--- src/rtl/alu_pkg.sv ---
`default_nettype none
// ---------------------------------------------------------------------------
// alu_pkg: unit codes, entry sizing and ALU_FUN encodings shared with the ALU top.
// Revision: 1.0
// ---------------------------------------------------------------------------
package alu_pkg;

  localparam logic [1:0] UNIT_ARITH = 2'd0;
  localparam logic [1:0] UNIT_LOGIC = 2'd1;
  localparam logic [1:0] UNIT_CMP   = 2'd2;
  localparam logic [1:0] UNIT_SHIFT = 2'd3;

  localparam int WIDTH_DEF = 16;
  localparam int ENTRY_W   = WIDTH_DEF + 3;

  localparam logic [3:0] ALU_FUN_ADD  = 4'b0000;
  localparam logic [3:0] ALU_FUN_SUB  = 4'b0001;
  localparam logic [3:0] ALU_FUN_MUL  = 4'b0010;
  localparam logic [3:0] ALU_FUN_DIV  = 4'b0011;
  localparam logic [3:0] ALU_FUN_AND  = 4'b0100;
  localparam logic [3:0] ALU_FUN_OR   = 4'b0101;
  localparam logic [3:0] ALU_FUN_NAND = 4'b0110;
  localparam logic [3:0] ALU_FUN_NOR  = 4'b0111;
  localparam logic [3:0] ALU_FUN_XOR  = 4'b1000;
  localparam logic [3:0] ALU_FUN_XNOR = 4'b1001;
  localparam logic [3:0] ALU_FUN_CMP  = 4'b1010;
  localparam logic [3:0] ALU_FUN_GT   = 4'b1011;
  localparam logic [3:0] ALU_FUN_LT   = 4'b1100;
  localparam logic [3:0] ALU_FUN_SHR  = 4'b1101;
  localparam logic [3:0] ALU_FUN_SHL  = 4'b1110;

  // Entry layout, MSB first: {unit[1:0], carry, data[width-1:0]}.
  function automatic int entry_width(input int width);
    return width + 3;
  endfunction

endpackage
`default_nettype wire

--- src/rtl/alu_result_collector_if.sv ---
`default_nettype none
// ---------------------------------------------------------------------------
// alu_result_collector_if: ALU-side inputs and writeback-side outputs of the collector.
// Revision: 1.0
// ---------------------------------------------------------------------------
interface alu_result_collector_if #(
  parameter int WIDTH = 16,
  parameter int CNT_W = 3
);
  logic             In_Valid;
  logic [WIDTH-1:0] Arith_OUT;
  logic [WIDTH-1:0] Logic_OUT;
  logic [WIDTH-1:0] CMP_OUT;
  logic [WIDTH-1:0] SHIFT_OUT;
  logic             Carry_OUT;
  logic             Arith_Flag;
  logic             Logic_Flag;
  logic             CMP_Flag;
  logic             SHIFT_Flag;
  logic             Out_Ready;
  logic             Clear_Err;
  logic             Out_Valid;
  logic [WIDTH-1:0] Out_Data;
  logic [1:0]       Out_Unit;
  logic             Out_Carry;
  logic [CNT_W-1:0] Count;
  logic             Flag_Err;
  logic             Overflow;

  modport master (
    output In_Valid, Arith_OUT, Logic_OUT, CMP_OUT, SHIFT_OUT, Carry_OUT,
           Arith_Flag, Logic_Flag, CMP_Flag, SHIFT_Flag, Out_Ready, Clear_Err,
    input  Out_Valid, Out_Data, Out_Unit, Out_Carry, Count, Flag_Err, Overflow
  );

  modport slave (
    input  In_Valid, Arith_OUT, Logic_OUT, CMP_OUT, SHIFT_OUT, Carry_OUT,
           Arith_Flag, Logic_Flag, CMP_Flag, SHIFT_Flag, Out_Ready, Clear_Err,
    output Out_Valid, Out_Data, Out_Unit, Out_Carry, Count, Flag_Err, Overflow
  );
endinterface
`default_nettype wire

--- src/rtl/alu_res_fifo.sv ---
`default_nettype none
// ---------------------------------------------------------------------------
// alu_res_fifo: synchronous FIFO with explicit count; push accepted when full only alongside a pop.
// Revision: 1.0
// ---------------------------------------------------------------------------
module alu_res_fifo #(
  parameter int DATA_W = 19,
  parameter int DEPTH  = 4,
  parameter int CNT_W  = 3
) (
  input  wire logic              clk,
  input  wire logic              rst_n,
  input  wire logic              push,
  input  wire logic              pop,
  input  wire logic [DATA_W-1:0] wdata,
  output logic      [DATA_W-1:0] rdata,
  output logic                   full,
  output logic                   empty,
  output logic      [CNT_W-1:0]  count
);
  localparam int PTR_W = (DEPTH > 1) ? $clog2(DEPTH) : 1;

  logic [DATA_W-1:0] mem_q [DEPTH];
  logic [DATA_W-1:0] mem_d [DEPTH];
  logic [PTR_W-1:0]  wr_ptr_q, wr_ptr_d;
  logic [PTR_W-1:0]  rd_ptr_q, rd_ptr_d;
  logic [CNT_W-1:0]  count_q, count_d;
  logic              do_push, do_pop;
  logic [PTR_W-1:0]  rd_idx;

  assign full    = (count_q == CNT_W'(DEPTH));
  assign empty   = (count_q == '0);
  assign do_pop  = pop && !empty;
  assign do_push = push && (!full || do_pop);

  // When empty the last popped slot (one behind rd_ptr) is shown so the outputs hold.
  assign rd_idx = empty ? (rd_ptr_q - PTR_W'(1)) : rd_ptr_q;
  assign rdata  = mem_q[rd_idx];
  assign count  = count_q;

  always_comb begin
    for (int i = 0; i < DEPTH; i++) mem_d[i] = mem_q[i];
    if (do_push) mem_d[wr_ptr_q] = wdata;
    wr_ptr_d = do_push ? wr_ptr_q + PTR_W'(1) : wr_ptr_q;
    rd_ptr_d = do_pop  ? rd_ptr_q + PTR_W'(1) : rd_ptr_q;
    count_d  = count_q;
    if (do_push && !do_pop)      count_d = count_q + CNT_W'(1);
    else if (do_pop && !do_push) count_d = count_q - CNT_W'(1);
  end

  always_ff @(posedge clk or negedge rst_n) begin
    if (!rst_n) begin
      for (int i = 0; i < DEPTH; i++) mem_q[i] <= '0;
      wr_ptr_q <= '0;
      rd_ptr_q <= '0;
      count_q  <= '0;
    end else begin
      for (int i = 0; i < DEPTH; i++) mem_q[i] <= mem_d[i];
      wr_ptr_q <= wr_ptr_d;
      rd_ptr_q <= rd_ptr_d;
      count_q  <= count_d;
    end
  end
endmodule
`default_nettype wire

--- src/rtl/alu_result_collector.sv ---
`default_nettype none
// ---------------------------------------------------------------------------
// alu_result_collector: tags the active ALU unit result, queues it for writeback, flags errors.
// Revision: 1.0
// ---------------------------------------------------------------------------
module alu_result_collector
  import alu_pkg::*;
#(
  parameter int WIDTH = 16,
  parameter int DEPTH = 4,
  parameter int CNT_W = 3
) (
  input wire logic Clk,
  input wire logic RST,
  alu_result_collector_if.slave bus
);
  localparam int EW = entry_width(WIDTH);

  logic [2:0]       flag_cnt;
  logic             push_req, bad_flags, pop;
  logic             fifo_full, fifo_empty;
  logic [1:0]       sel_unit;
  logic [WIDTH-1:0] sel_data;
  logic             sel_carry;
  logic [EW-1:0]    entry, head;
  logic             flag_err_q, flag_err_d;
  logic             overflow_q, overflow_d;

  assign flag_cnt = {2'b0, bus.Arith_Flag} + {2'b0, bus.Logic_Flag}
                  + {2'b0, bus.CMP_Flag}   + {2'b0, bus.SHIFT_Flag};
  assign push_req  = bus.In_Valid && (flag_cnt == 3'd1);
  assign bad_flags = bus.In_Valid && (flag_cnt != 3'd1);
  assign pop       = bus.Out_Ready && !fifo_empty;

  // Only consulted on a push, where exactly one flag is high; arith is the fallthrough.
  always_comb begin
    sel_unit  = UNIT_ARITH;
    sel_data  = bus.Arith_OUT;
    sel_carry = bus.Carry_OUT;
    if (bus.Logic_Flag) begin
      sel_unit  = UNIT_LOGIC;
      sel_data  = bus.Logic_OUT;
      sel_carry = 1'b0;
    end else if (bus.CMP_Flag) begin
      sel_unit  = UNIT_CMP;
      sel_data  = bus.CMP_OUT;
      sel_carry = 1'b0;
    end else if (bus.SHIFT_Flag) begin
      sel_unit  = UNIT_SHIFT;
      sel_data  = bus.SHIFT_OUT;
      sel_carry = 1'b0;
    end
  end

  assign entry = {sel_unit, sel_carry, sel_data};

  alu_res_fifo #(
    .DATA_W (EW),
    .DEPTH  (DEPTH),
    .CNT_W  (CNT_W)
  ) u_fifo (
    .clk   (Clk),
    .rst_n (RST),
    .push  (push_req),
    .pop   (pop),
    .wdata (entry),
    .rdata (head),
    .full  (fifo_full),
    .empty (fifo_empty),
    .count (bus.Count)
  );

  // Set takes priority over clear.
  always_comb begin
    flag_err_d = bad_flags || (flag_err_q && !bus.Clear_Err);
    overflow_d = (push_req && fifo_full && !pop) || (overflow_q && !bus.Clear_Err);
  end

  always_ff @(posedge Clk or negedge RST) begin
    if (!RST) begin
      flag_err_q <= 1'b0;
      overflow_q <= 1'b0;
    end else begin
      flag_err_q <= flag_err_d;
      overflow_q <= overflow_d;
    end
  end

  assign bus.Out_Valid = !fifo_empty;
  assign bus.Out_Data  = head[WIDTH-1:0];
  assign bus.Out_Carry = head[WIDTH];
  assign bus.Out_Unit  = head[WIDTH+2:WIDTH+1];
  assign bus.Flag_Err  = flag_err_q;
  assign bus.Overflow  = overflow_q;
endmodule
`default_nettype wire
--- src/flat_wrapper.sv ---
// flat-port wrapper written by rule: the top's interface ports become plain ports
module alu_result_collector_flat import alu_pkg::*;
#(
  parameter int WIDTH = 16,
  parameter int DEPTH = 4,
  parameter int CNT_W = 3
)
  (Clk, RST, bus_In_Valid, bus_Arith_OUT, bus_Logic_OUT, bus_CMP_OUT, bus_SHIFT_OUT, bus_Carry_OUT, bus_Arith_Flag, bus_Logic_Flag, bus_CMP_Flag, bus_SHIFT_Flag, bus_Out_Ready, bus_Clear_Err, bus_Out_Valid, bus_Out_Data, bus_Out_Unit, bus_Out_Carry, bus_Count, bus_Flag_Err, bus_Overflow);
  alu_result_collector_if #(.WIDTH(WIDTH), .CNT_W(CNT_W)) bus_i ();
  input wire logic Clk;
  input wire logic RST;
  input wire logic [$bits(bus_i.In_Valid)-1:0] bus_In_Valid;
  input wire logic [$bits(bus_i.Arith_OUT)-1:0] bus_Arith_OUT;
  input wire logic [$bits(bus_i.Logic_OUT)-1:0] bus_Logic_OUT;
  input wire logic [$bits(bus_i.CMP_OUT)-1:0] bus_CMP_OUT;
  input wire logic [$bits(bus_i.SHIFT_OUT)-1:0] bus_SHIFT_OUT;
  input wire logic [$bits(bus_i.Carry_OUT)-1:0] bus_Carry_OUT;
  input wire logic [$bits(bus_i.Arith_Flag)-1:0] bus_Arith_Flag;
  input wire logic [$bits(bus_i.Logic_Flag)-1:0] bus_Logic_Flag;
  input wire logic [$bits(bus_i.CMP_Flag)-1:0] bus_CMP_Flag;
  input wire logic [$bits(bus_i.SHIFT_Flag)-1:0] bus_SHIFT_Flag;
  input wire logic [$bits(bus_i.Out_Ready)-1:0] bus_Out_Ready;
  input wire logic [$bits(bus_i.Clear_Err)-1:0] bus_Clear_Err;
  output wire logic [$bits(bus_i.Out_Valid)-1:0] bus_Out_Valid;
  output wire logic [$bits(bus_i.Out_Data)-1:0] bus_Out_Data;
  output wire logic [$bits(bus_i.Out_Unit)-1:0] bus_Out_Unit;
  output wire logic [$bits(bus_i.Out_Carry)-1:0] bus_Out_Carry;
  output wire logic [$bits(bus_i.Count)-1:0] bus_Count;
  output wire logic [$bits(bus_i.Flag_Err)-1:0] bus_Flag_Err;
  output wire logic [$bits(bus_i.Overflow)-1:0] bus_Overflow;
  assign bus_i.In_Valid = bus_In_Valid;
  assign bus_i.Arith_OUT = bus_Arith_OUT;
  assign bus_i.Logic_OUT = bus_Logic_OUT;
  assign bus_i.CMP_OUT = bus_CMP_OUT;
  assign bus_i.SHIFT_OUT = bus_SHIFT_OUT;
  assign bus_i.Carry_OUT = bus_Carry_OUT;
  assign bus_i.Arith_Flag = bus_Arith_Flag;
  assign bus_i.Logic_Flag = bus_Logic_Flag;
  assign bus_i.CMP_Flag = bus_CMP_Flag;
  assign bus_i.SHIFT_Flag = bus_SHIFT_Flag;
  assign bus_i.Out_Ready = bus_Out_Ready;
  assign bus_i.Clear_Err = bus_Clear_Err;
  assign bus_Out_Valid = bus_i.Out_Valid;
  assign bus_Out_Data = bus_i.Out_Data;
  assign bus_Out_Unit = bus_i.Out_Unit;
  assign bus_Out_Carry = bus_i.Out_Carry;
  assign bus_Count = bus_i.Count;
  assign bus_Flag_Err = bus_i.Flag_Err;
  assign bus_Overflow = bus_i.Overflow;
  alu_result_collector #(.WIDTH(WIDTH), .DEPTH(DEPTH), .CNT_W(CNT_W)) u_core (.Clk(Clk), .RST(RST), .bus(bus_i));
endmodule
--- config.mk ---
export PLATFORM = sky130hd
export DESIGN_NAME = alu_result_collector_flat
export DESIGN_NICKNAME = d
export VERILOG_FILES = /design/src/rtl/alu_pkg.sv /design/src/rtl/alu_result_collector_if.sv /design/src/rtl/alu_res_fifo.sv /design/src/rtl/alu_result_collector.sv /design/src/flat_wrapper.sv
export SDC_FILE = /design/constraint.sdc
export NUM_CORES = 1
export LEC_CHECK = 0
export CAP_MARGIN = 20
export CORE_MARGIN = 2
export CORE_UTILIZATION = 35
export CTS_BUF_LIST = sky130_fd_sc_hd__clkbuf_4 sky130_fd_sc_hd__clkbuf_8
export DETAILED_ROUTE_END_ITERATION = 8
export GPL_TIMING_DRIVEN = 0
export SLEW_MARGIN = 20
export SYNTH_ARGS = -nofsm -noshare
export SYNTH_HDL_FRONTEND = slang
export SYNTH_HIERARCHICAL = 1
export SYNTH_SLANG_ARGS = --single-unit
--- constraint.sdc ---
create_clock -name Clk -period 6.4 [get_ports Clk]
set_clock_uncertainty 0.05 [all_clocks]
set_input_delay 1.6 -clock Clk [delete_from_list [all_inputs] [get_ports Clk]]
set_output_delay 1.6 -clock Clk [all_outputs]
set_load 0.01 [all_outputs]
==> results_dict.tcl, run 1 <==
set metrics [dict create \
    power_density_nw_per_um2 451 \
    ys_seq_area_frac 0.380 \
    synth_edf_count 0 \
    wl_per_cell_um 18.2 \
    vdd.ir_drop.worst_v 0.000185 \
    leakage_nw 3.08 \
    fin_crit_ns 4.71 \
    clk_path_buf_depth 2 \
    first_pass_iters 4 \
    antenna_left 0 \
    drv_slew 0 \
    rows 46 \
    rr_worst_depth 15 \
    cts_tree "done" \
    insertion_delay_ns 0.35 \
    yosys_warnings 6 \
    rsz0062_at_grt "false" \
    finalHoldViolCount 0 \
    syn_area_per_cell_um2 11.5 \
    dp_hpwl_mm 10.6 \
    path_max_fanout 10 \
    h-tree-depth 3 \
    syn-cell-area_um2 5590 \
    grt_use_total 0.181 \
    grt_pass1_vias 4470 \
    gp_congestion 0.874 \
    yosysTopAreaCellShare 0.380 \
    fin_nets 678 \
    yosys.area.top_type "dfrtp_1" \
    synth_cell_types 44 \
    cp.arrival_ns 4.95 \
    ios 99 \
    start_kind "input pin" \
    drt-vias-per-instance 5.19 \
    drc_errors 0 \
    status "complete, no violations" \
    setup_viol 0 \
    layout-drive-gt1-share 0.268 \
    fin_crit_sh 0.736 \
    endpoint_kind "flip-flop" \
    syn-num-nets 570 \
    crit_type "in -> reg" \
    antenna_found_initial 0 \
    grt_max_degree 57 \
    fp.dieW_um 130 \
    overflow 0 \
    holdWs_ns 0.457 \
    finalWirelength_mm 14.9 \
    clk_pin_slew_ns 0.09 \
    grt_pass1_wl_mm 23.5 \
    synth_seq_cells 85 \
    holdPathStages 1 \
    dr_total_vias 4236 \
    synthTopCellsByArea "dfrtp_1, mux2_4, mux2_2" \
    cts_resized 0 \
    slew_headroom 0.447 \
    floorplan.die.height_um 130 \
    fmax_mhz 212 \
    diodes 0 \
    portBuffers 96 \
    fp.dieArea_um2 17000 \
    cts_buffers 9 \
    ctsRootBufferMaster "clkbuf_8" \
    synthArstFlopShare 1.00 \
    syn_to_final_growth_pct 26.5 \
    tightest_slew_ns 0.830 \
    min_path_type "reg -> reg" \
    clkSinkCount 85 \
    required_ns 6.64 \
    ys.flop_type "dfrtp_1" \
    fin_tns_setup_ns 0 \
    maxCapViolations 0 \
    cts_hold_buffers 0 \
    synthCells 487 \
    fp.coreArea_um2 15800 \
    first_iter_violations 193 \
    post_cts_buffers 0 \
    start_util 0.354 \
]
-- final cells by class --
type	count	area (µm²)
Multi-Input combinational cell	348	3110
Timing Repair Buffer	97	986
Sequential cell	85	2130
Buffer	38	297
Inverter	16	61.3
Clock buffer	9	124
Tap cell	216	270
Fill cell	1492	8700
Clock inverter	7	98.8
-- per-layer routing --
| metal | track usage | routed length [µm] |
|---|---|---|
| met5 | 0 | 0 |
| met1 | 0.249 | 6720 |
| met4 | 0.0832 | 396 |
| met3 | 0.0195 | 811 |
| met2 | 0.289 | 6960 |
-- cell usage in the layout, fill, tap and decap left out, drive strengths merged, types with 2 or more instances in the layout --
cell type and instances:
a211oi 33, a21oi 19, a221oi 2, and3 19, buf 28, bufinv 2, clkbuf 21, clkdlybuf4s50 95
clkinv 4, dfrtp 85, fa 2, ha 7, inv 16, mux2 77, mux2i 35, nand2 7
nor2 24, nor2b 15, nor3b 35, o21ai 56, xnor2 4, xor2 2
-- cells by family (layout without fill, tap and decap cells) --
kind of cell,count (synthesis),after routing,share of synthesized area
muxes,112,112,0.245
DFF,85,85,0.380
AOI/OAI and AO/OA,115,115,0.132
buffers and inverters,54,167,0.0640
adders and majority gates,9,9,0.0228
xor gates and xnor gates,6,6,0.00940
and+or+nand+nor,106,106,0.147
-- critical path, cell delays in order --
cell      delay, ns
buf_2          0.14
buf_2          0.30
inv_1          0.14
fa_1           0.52
inv_1          0.04
ha_1           0.17
ha_1           0.27
and4bb_2       0.30
a21boi_1       0.19
buf_6          0.23
ha_1           0.21
inv_1          0.06
fa_1           0.37
xor2_1         0.15
nor2_1         0.11
xor2_1         0.14
-- stage by stage --
stage | utilization | cells | setup slack, ns | cell area, µm² | power [mW]
finish | 0.448 | 816 | 1.69 | 7070 | 3.19
global route | 0.448 | 816 | 1.43 | 7070 | 3.38
CTS | 0.448 | 816 | 1.68 | 7070 | 3.19
global placement | 0.433 | 799 | 0.597 | 6820 | 2.70
detailed placement | 0.434 | 800 | 1.29 | 6850 | 2.76
floorplan | - | 487 | 1.63 | 5590 | 2.09
-- flip-flops by register name, indices dropped and copies added, names as in the netlist --
| name | count |
|---|---|
| u_core/u_fifo/mem_q | 76 |
| u_core/u_fifo/wr_ptr_q | 2 |
| u_core/bus.Overflow | 1 |
| u_core/u_fifo/rd_ptr_q | 2 |
| u_core/u_fifo/count | 3 |
| u_core/bus.Flag_Err | 1 |
-- cells in the mapped netlist (2+ instances only) --
| cell type | instances |
|---|---|
| clkbuf_1 | 11 |
| fa_1 | 2 |
| a211oi_2 | 10 |
| a221oi_1 | 2 |
| buf_8 | 4 |
| a211oi_1 | 23 |
| nor3b_2 | 19 |
| nand2_1 | 3 |
| o21ai_0 | 20 |
| ha_1 | 7 |
| mux2_2 | 37 |
| xnor2_1 | 4 |
| dfrtp_1 | 85 |
| nor3b_1 | 16 |
| nor2_1 | 21 |
| o21ai_1 | 36 |
| nor2b_1 | 15 |
| inv_1 | 15 |
| mux2_4 | 40 |
| buf_2 | 10 |
| xor2_1 | 2 |
| a21oi_1 | 19 |
| mux2i_1 | 35 |
| buf_6 | 10 |
| and3_1 | 19 |
| nand2_8 | 4 |
-- report_power, final --
| group | internal, mW | switching, mW |
|---|---|---|
| Clock | 0.222 | 0.208 |
| Sequential | 0.793 | 0.169 |
| Combinational | 0.921 | 0.877 |
| Total | 1.94 | 1.25 |
-- worst paths after layout --
path	startpoint	to	slack (ns)
max	bus_Logic_Flag	u_core/u_fifo/count[2]	1.69
max in group asynchronous	RST	u_core/u_fifo/mem_q[40]	4.56
min reg2reg	u_core/bus.Overflow	u_core/bus.Overflow	0.46
min	u_core/bus.Overflow	u_core/bus.Overflow	0.46
max reg2reg	u_core/u_fifo/count[0]	u_core/u_fifo/count[2]	3.44
min in group asynchronous	RST	u_core/bus.Flag_Err	1.12
Note: power is estimated with default switching activity, not from simulation.
==> inputs of run 2 (changes only) <==
==> constraint.sdc (replaced) <==
create_clock -name Clk -period 4.38 [get_ports Clk]
set_clock_uncertainty 0.05 [all_clocks]
set_input_delay 1.095 -clock Clk [delete_from_list [all_inputs] [get_ports Clk]]
set_output_delay 1.095 -clock Clk [all_outputs]
set_load 0.01 [all_outputs]
==> run 2 against run 1 <==
Count of clock-buffer cells in the layout did not move. Combinational power rose by 46%. Sequential power rose by 47%. Critical endpoint unchanged. Largest cell class unchanged. Largest power group unchanged.
==> results_dict.tcl, run 2 (synthesis gave the netlist of run 1 again) <==
set metrics [dict create \
    status "complete, no violations" \
    drt-vias-per-instance 5.18 \
    p_seq_frac 0.302 \
    fp.coreArea_um2 15800 \
    largest_register_ffs 76 \
    required_ns 4.62 \
    floorplan.die.height_um 130 \
    min_path_type "reg -> reg" \
    cp-startpoint "bus_Arith_Flag" \
    clkSinkCount 85 \
    final_cell_area_um2 7080 \
    grt_pass1_vias 4470 \
    wl_per_cell_um 18.2 \
    drc_errors 0 \
    clk_path_buf_depth 2 \
    rsz0062_at_grt "false" \
    layout_setup_ws_ns 0.383 \
    grt_max_degree 57 \
    cp.arrival_ns 4.24 \
    fin_crit_ns 4.00 \
    fmax_mhz 250 \
    switchingPower_mw 1.83 \
    insertion_delay_ns 0.35 \
    cp.depth 15 \
    slowest_delay_ns 0.53 \
    rr_endpoint "u_core/u_fifo/count[1]" \
    first_pass_iters 4 \
    overflow 0 \
    finalHoldViolCount 0 \
    rrSetupSlack_ns 1.53 \
    layout-drive-gt1-share 0.270 \
    first_iter_violations 180 \
    p_int_mw 2.83 \
    grt_busiest_layer "met2" \
    finalWirelength_mm 14.9 \
    worstPathCellList "clkdlybuf4s50_1 -> inv_1 -> fa_1 -> inv_1 -> ha_1 -> ha_1 -> and4bb_2 -> a21boi_1 -> buf_6 -> ha_1 -> inv_1 -> fa_1 -> xor2_1 -> nor2_1 -> xor2_1" \
    path_max_fanout 2 \
    antenna_found_initial 0 \
    tightest_slew_ns 0.814 \
    fillers 1490 \
    maxCapViolations 0 \
    power_frac_comb 0.564 \
    leakage_nw 3.09 \
    drv_slew 0 \
    gp_congestion 0.874 \
    start_kind "input pin" \
    dr_total_vias 4230 \
    pre_cts_ws_ns -0.227 \
    slew_headroom 0.458 \
    p_sw_frac 0.393 \
    clock_power_share 0.134 \
    power_density_nw_per_um2 658 \
    cts_hold_buffers 0 \
    cp_num_buf_inv 5 \
    register_area_um2 2130 \
    clk_pin_slew_ns 0.09 \
    ios 99 \
    cp_top_family "adder cells" \
    antenna_left 0 \
    met3_usage 0.0195 \
    h-tree-depth 3 \
    multi_input_area_um2 3110 \
    fp.dieW_um 130 \
    start_util 0.354 \
    grt_pass1_wl_mm 23.5 \
    endpoint_kind "flip-flop" \
    met1_usage 0.249 \
    cts_buffers 9 \
    fin_tns_setup_ns 0 \
    cp_slowest_cell "fa_1" \
    dp_hpwl_mm 10.6 \
    place_area_um2 6850 \
    largest-register "u_core/u_fifo/mem_q" \
    fp.dieArea_um2 17000 \
    crit_type "in -> reg" \
    fin_nets 679 \
    worstSetupEndpoint "u_core/u_fifo/count[2]" \
    grt_use_total 0.181 \
    cts_tree "done" \
    use_met2 0.289 \
    ctsRootBufferMaster "clkbuf_8" \
    setup_viol 0 \
    mostFrequentLayoutCell "clkdlybuf4s50_1" \
    fin_crit_sh 0.913 \
    rr_worst_depth 13 \
    final_cell_mix "clkdlybuf4s50_1, dfrtp_1, mux2_4" \
    vdd.ir_drop.worst_v 0.000269 \
    r2r-start "u_core/u_fifo/count[0]" \
    syn_to_final_growth_pct 26.6 \
    portBuffers 96 \
    rows 46 \
    diodes 0 \
]
[run 2: cell count changes in the layout (fill, tap and decap cells not counted)]
cell / before / now
clkbuf_4: 0 / 1
buf_4: 2 / 3
buf_2: 10 / 9
[run 2: cell type report]
type                       instances  area share
inverter                          16     0.00866
sequential                        85       0.300
tap                              216      0.0382
multi-input combinational        348       0.439
buffer                            38      0.0422
clock buffer                       9      0.0175
clock inverter                     7      0.0140
timing repair buffer              98       0.140
[run 2: worst register-to-register path: cells and delay by family, from the launching register on]
kind / cells / cell delay [ns]
fa+ha+maj: 2 / 0.61
flops: 1 / 0.46
compound gates: 1 / 0.06
buf+inv: 7 / 0.78
simple gates: 2 / 0.53
mux: 1 / 0.26
[run 2: per-layer routing]
layer	part of all wire	vias up
met4	0.024	0
met5	0	-
met3	0.047	23
met1	0.46	2056
li1	-	1988
met2	0.47	163
[run 2: power by group through the flow]
stage	clock [mW]	combinational, mW	sequential, mW
after global placement	0	2.55	1.39
after floorplan	0	1.71	1.35
after detailed placement	0	2.62	1.41
after CTS	0.644	2.62	1.40
final	0.626	2.63	1.41
after global routing	0.676	2.81	1.45
[run 2: through the flow]
step | total power [mW] | hold WS [ns] | util | std cells
after global placement | 3.94 | 0.436 | 0.433 | 799
after floorplan | 3.05 | 0.429 | - | 487
after detailed placement | 4.03 | 0.441 | 0.434 | 800
final | 4.66 | 0.457 | 0.449 | 817
after global routing | 4.94 | 0.479 | 0.449 | 817
after CTS | 4.66 | 0.462 | 0.448 | 816
[run 2: worst min path at each step]
stage,depth (start not counted),slack [ns],start,to
2_1_floorplan,1,0.43,u_core/u_fifo/mem_q[57],u_core/u_fifo/mem_q[57]
3_3_place_gp,1,0.44,u_core/u_fifo/mem_q[62],u_core/u_fifo/mem_q[62]
3_5_place_dp,1,0.44,u_core/bus.Overflow,u_core/bus.Overflow
4_1_cts,1,0.46,u_core/bus.Overflow,u_core/bus.Overflow
5_1_grt,1,0.48,u_core/u_fifo/mem_q[65],u_core/u_fifo/mem_q[65]
6_report,1,0.46,u_core/bus.Overflow,u_core/bus.Overflow
[run 2: repair_timing]
item / CTS / global route
buffers inserted: 0 / 1
resized for setup: 0 / 1
setup endpoints to repair: 0 / 1
==> inputs of run 3 (changes only) <==
--- a/config.mk
+++ b/config.mk
@@ -11,6 +11,7 @@
 export CTS_BUF_LIST = sky130_fd_sc_hd__clkbuf_4 sky130_fd_sc_hd__clkbuf_8
 export DETAILED_ROUTE_END_ITERATION = 8
 export GPL_TIMING_DRIVEN = 0
+export SETUP_SLACK_MARGIN = 0.3
 export SLEW_MARGIN = 20
 export SYNTH_ARGS = -nofsm -noshare
 export SYNTH_HDL_FRONTEND = slang
==> constraint.sdc (replaced) <==
create_clock -name Clk -period 4.6 [get_ports Clk]
set_clock_uncertainty 0.05 [all_clocks]
set_input_delay 1.15 -clock Clk [delete_from_list [all_inputs] [get_ports Clk]]
set_output_delay 1.15 -clock Clk [all_outputs]
set_load 0.01 [all_outputs]
==> run 3 against run 2 <==
Design area down 0.48%. Sequential share of layout area increased by 0.14 points. Clock power down 17%. Via count is 0.40% higher. Register-to-register slack improved by 0.18 ns. Critical endpoint unchanged.
==> results_dict.tcl, run 3 (synthesis gave the netlist of run 1 again) <==
set metrics [dict create \
    status "complete, no violations" \
    cts_buffers 9 \
    fin_crit_ns 4.05 \
    rsz0062_at_grt "false" \
    leakage_nw 3.08 \
    floorplan.die.height_um 130 \
    first_iter_violations 231 \
    first_pass_iters 4 \
    cp_num_buf_inv 5 \
    start_util 0.354 \
    fillers 1463 \
    fp.dieArea_um2 17000 \
    mostFrequentLayoutCell "clkdlybuf4s50_1" \
    layout-drive-gt1-share 0.268 \
    cts_tree "done" \
    fp.dieW_um 130 \
    holdPathStages 1 \
    pre_cts_ws_ns 0.00560 \
    fin_crit_sh 0.881 \
    endpoint_kind "flip-flop" \
    insertion_delay_ns 0.36 \
    clkSinkCount 85 \
    setup_viol 0 \
    cp.arrival_ns 4.30 \
    clk_path_buf_depth 2 \
    tightest_slew_ns 0.831 \
    fmax_mhz 247 \
    required_ns 4.84 \
    drt-vias-per-instance 5.20 \
    ios 99 \
    maxCapViolations 0 \
    grt_use_total 0.183 \
    diodes 0 \
    dr_total_vias 4247 \
    portBuffers 96 \
    slowest_delay_ns 0.53 \
    p_total_mw 4.36 \
    finalHoldViolCount 0 \
    rr_worst_depth 13 \
    vdd.ir_drop.worst_v 0.000240 \
    rows 46 \
    finalWirelength_mm 14.9 \
    cts_hold_buffers 0 \
    syn_to_final_growth_pct 26.0 \
    h-tree-depth 3 \
    gp_congestion 0.911 \
    overflow 0 \
    grt_pass1_vias 4358 \
    drv_slew 0 \
    antenna_found_initial 0 \
    grt_max_degree 48 \
    dp_hpwl_mm 10.7 \
    path_max_fanout 2 \
    worstPathCellList "clkdlybuf4s50_1 -> inv_1 -> fa_1 -> inv_1 -> ha_1 -> ha_1 -> and4bb_2 -> a21boi_1 -> buf_6 -> ha_1 -> inv_1 -> fa_1 -> xor2_1 -> nor2_1 -> xor2_1" \
    cp_slowest_cell "fa_1" \
    grt_pass1_wl_mm 23.7 \
    fp.coreArea_um2 15800 \
    drc_errors 0 \
    layout_setup_ws_ns 0.546 \
    power_density_nw_per_um2 619 \
    wl_per_cell_um 18.2 \
    largest-register "u_core/u_fifo/mem_q" \
    fin_nets 679 \
    cp.depth 15 \
    cp_top_family "adder cells" \
    crit_type "in -> reg" \
    min_path_type "reg -> reg" \
    clk_pin_slew_ns 0.09 \
    slew_headroom 0.446 \
    cts_resized 0 \
    start_kind "input pin" \
    largest_register_ffs 76 \
    final_cell_mix "clkdlybuf4s50_1, dfrtp_1, mux2_4" \
    ctsRootBufferMaster "clkbuf_8" \
    antenna_left 0 \
]
## run 3: cell count changes in the layout (fill, tap and decap cells not counted)
cell       change
buf_4          +1
bufinv_16      -1
clkbuf_4       -1
clkinv_2       +1
inv_6          -1
## run 3: where the power goes
| group | switching, mW | internal [mW] | total (mW) |
|---|---|---|---|
| sequential | 0.242 | 1.10 | 1.34 |
| clock | 0.274 | 0.248 | 0.522 |
| combinational | 1.21 | 1.28 | 2.49 |
## run 3: what timing repair did
action / CTS / global route
buffers inserted: 0 / 1
hold endpoints to repair: 0 / 0
endpoints found under the setup margin: 0 / 1
## run 3: layout make-up
| type | count | area [µm²] | share of cell area |
|---|---|---|---|
| flip-flops and latches | 85 | 2130 | 0.302 |
| well taps | 216 | 270 | 0.0384 |
| repair buffers | 98 | 993 | 0.141 |
| clock inverters | 6 | 65.1 | 0.00923 |
| inverters | 16 | 61.3 | 0.00870 |
| multi-input cells | 348 | 3110 | 0.441 |
| clock buffers | 9 | 124 | 0.0176 |
| plain buffers | 38 | 299 | 0.0424 |
## run 3: path summary, 6_finish.rpt
kind	start	to	slack (ns)
worst min register to register	u_core/bus.Overflow	u_core/bus.Overflow	0.45
worst min-delay path	u_core/bus.Overflow	u_core/bus.Overflow	0.45
worst max register to register	u_core/u_fifo/count[0]	u_core/u_fifo/count[1]	1.71
max in group asynchronous	RST	u_core/u_fifo/mem_q[15]	3.16
worst max-delay path	bus_Arith_Flag	u_core/u_fifo/count[2]	0.55
min in group asynchronous	RST	u_core/u_fifo/mem_q[8]	0.73
## run 3: layer usage
metal	up-vias	GRT usage	share of wire
li1	1978	-	-
met1	2078	0.255	0.46
met2	170	0.286	0.46
met3	21	0.0257	0.054
met4	0	0.0770	0.024
met5	-	0	0
## run 3: metrics by stage
step | setup TNS, ns | hold WS [ns] | util | cell area, µm² | instances
floorplan | 0 | 0.429 | - | 5590 | 487
global placement | -61.03 | 0.431 | 0.433 | 6820 | 799
detailed placement | 0 | 0.439 | 0.434 | 6850 | 800
CTS | 0 | 0.461 | 0.446 | 7040 | 815
global route | 0 | 0.479 | 0.447 | 7050 | 816
finish | 0 | 0.455 | 0.447 | 7050 | 816
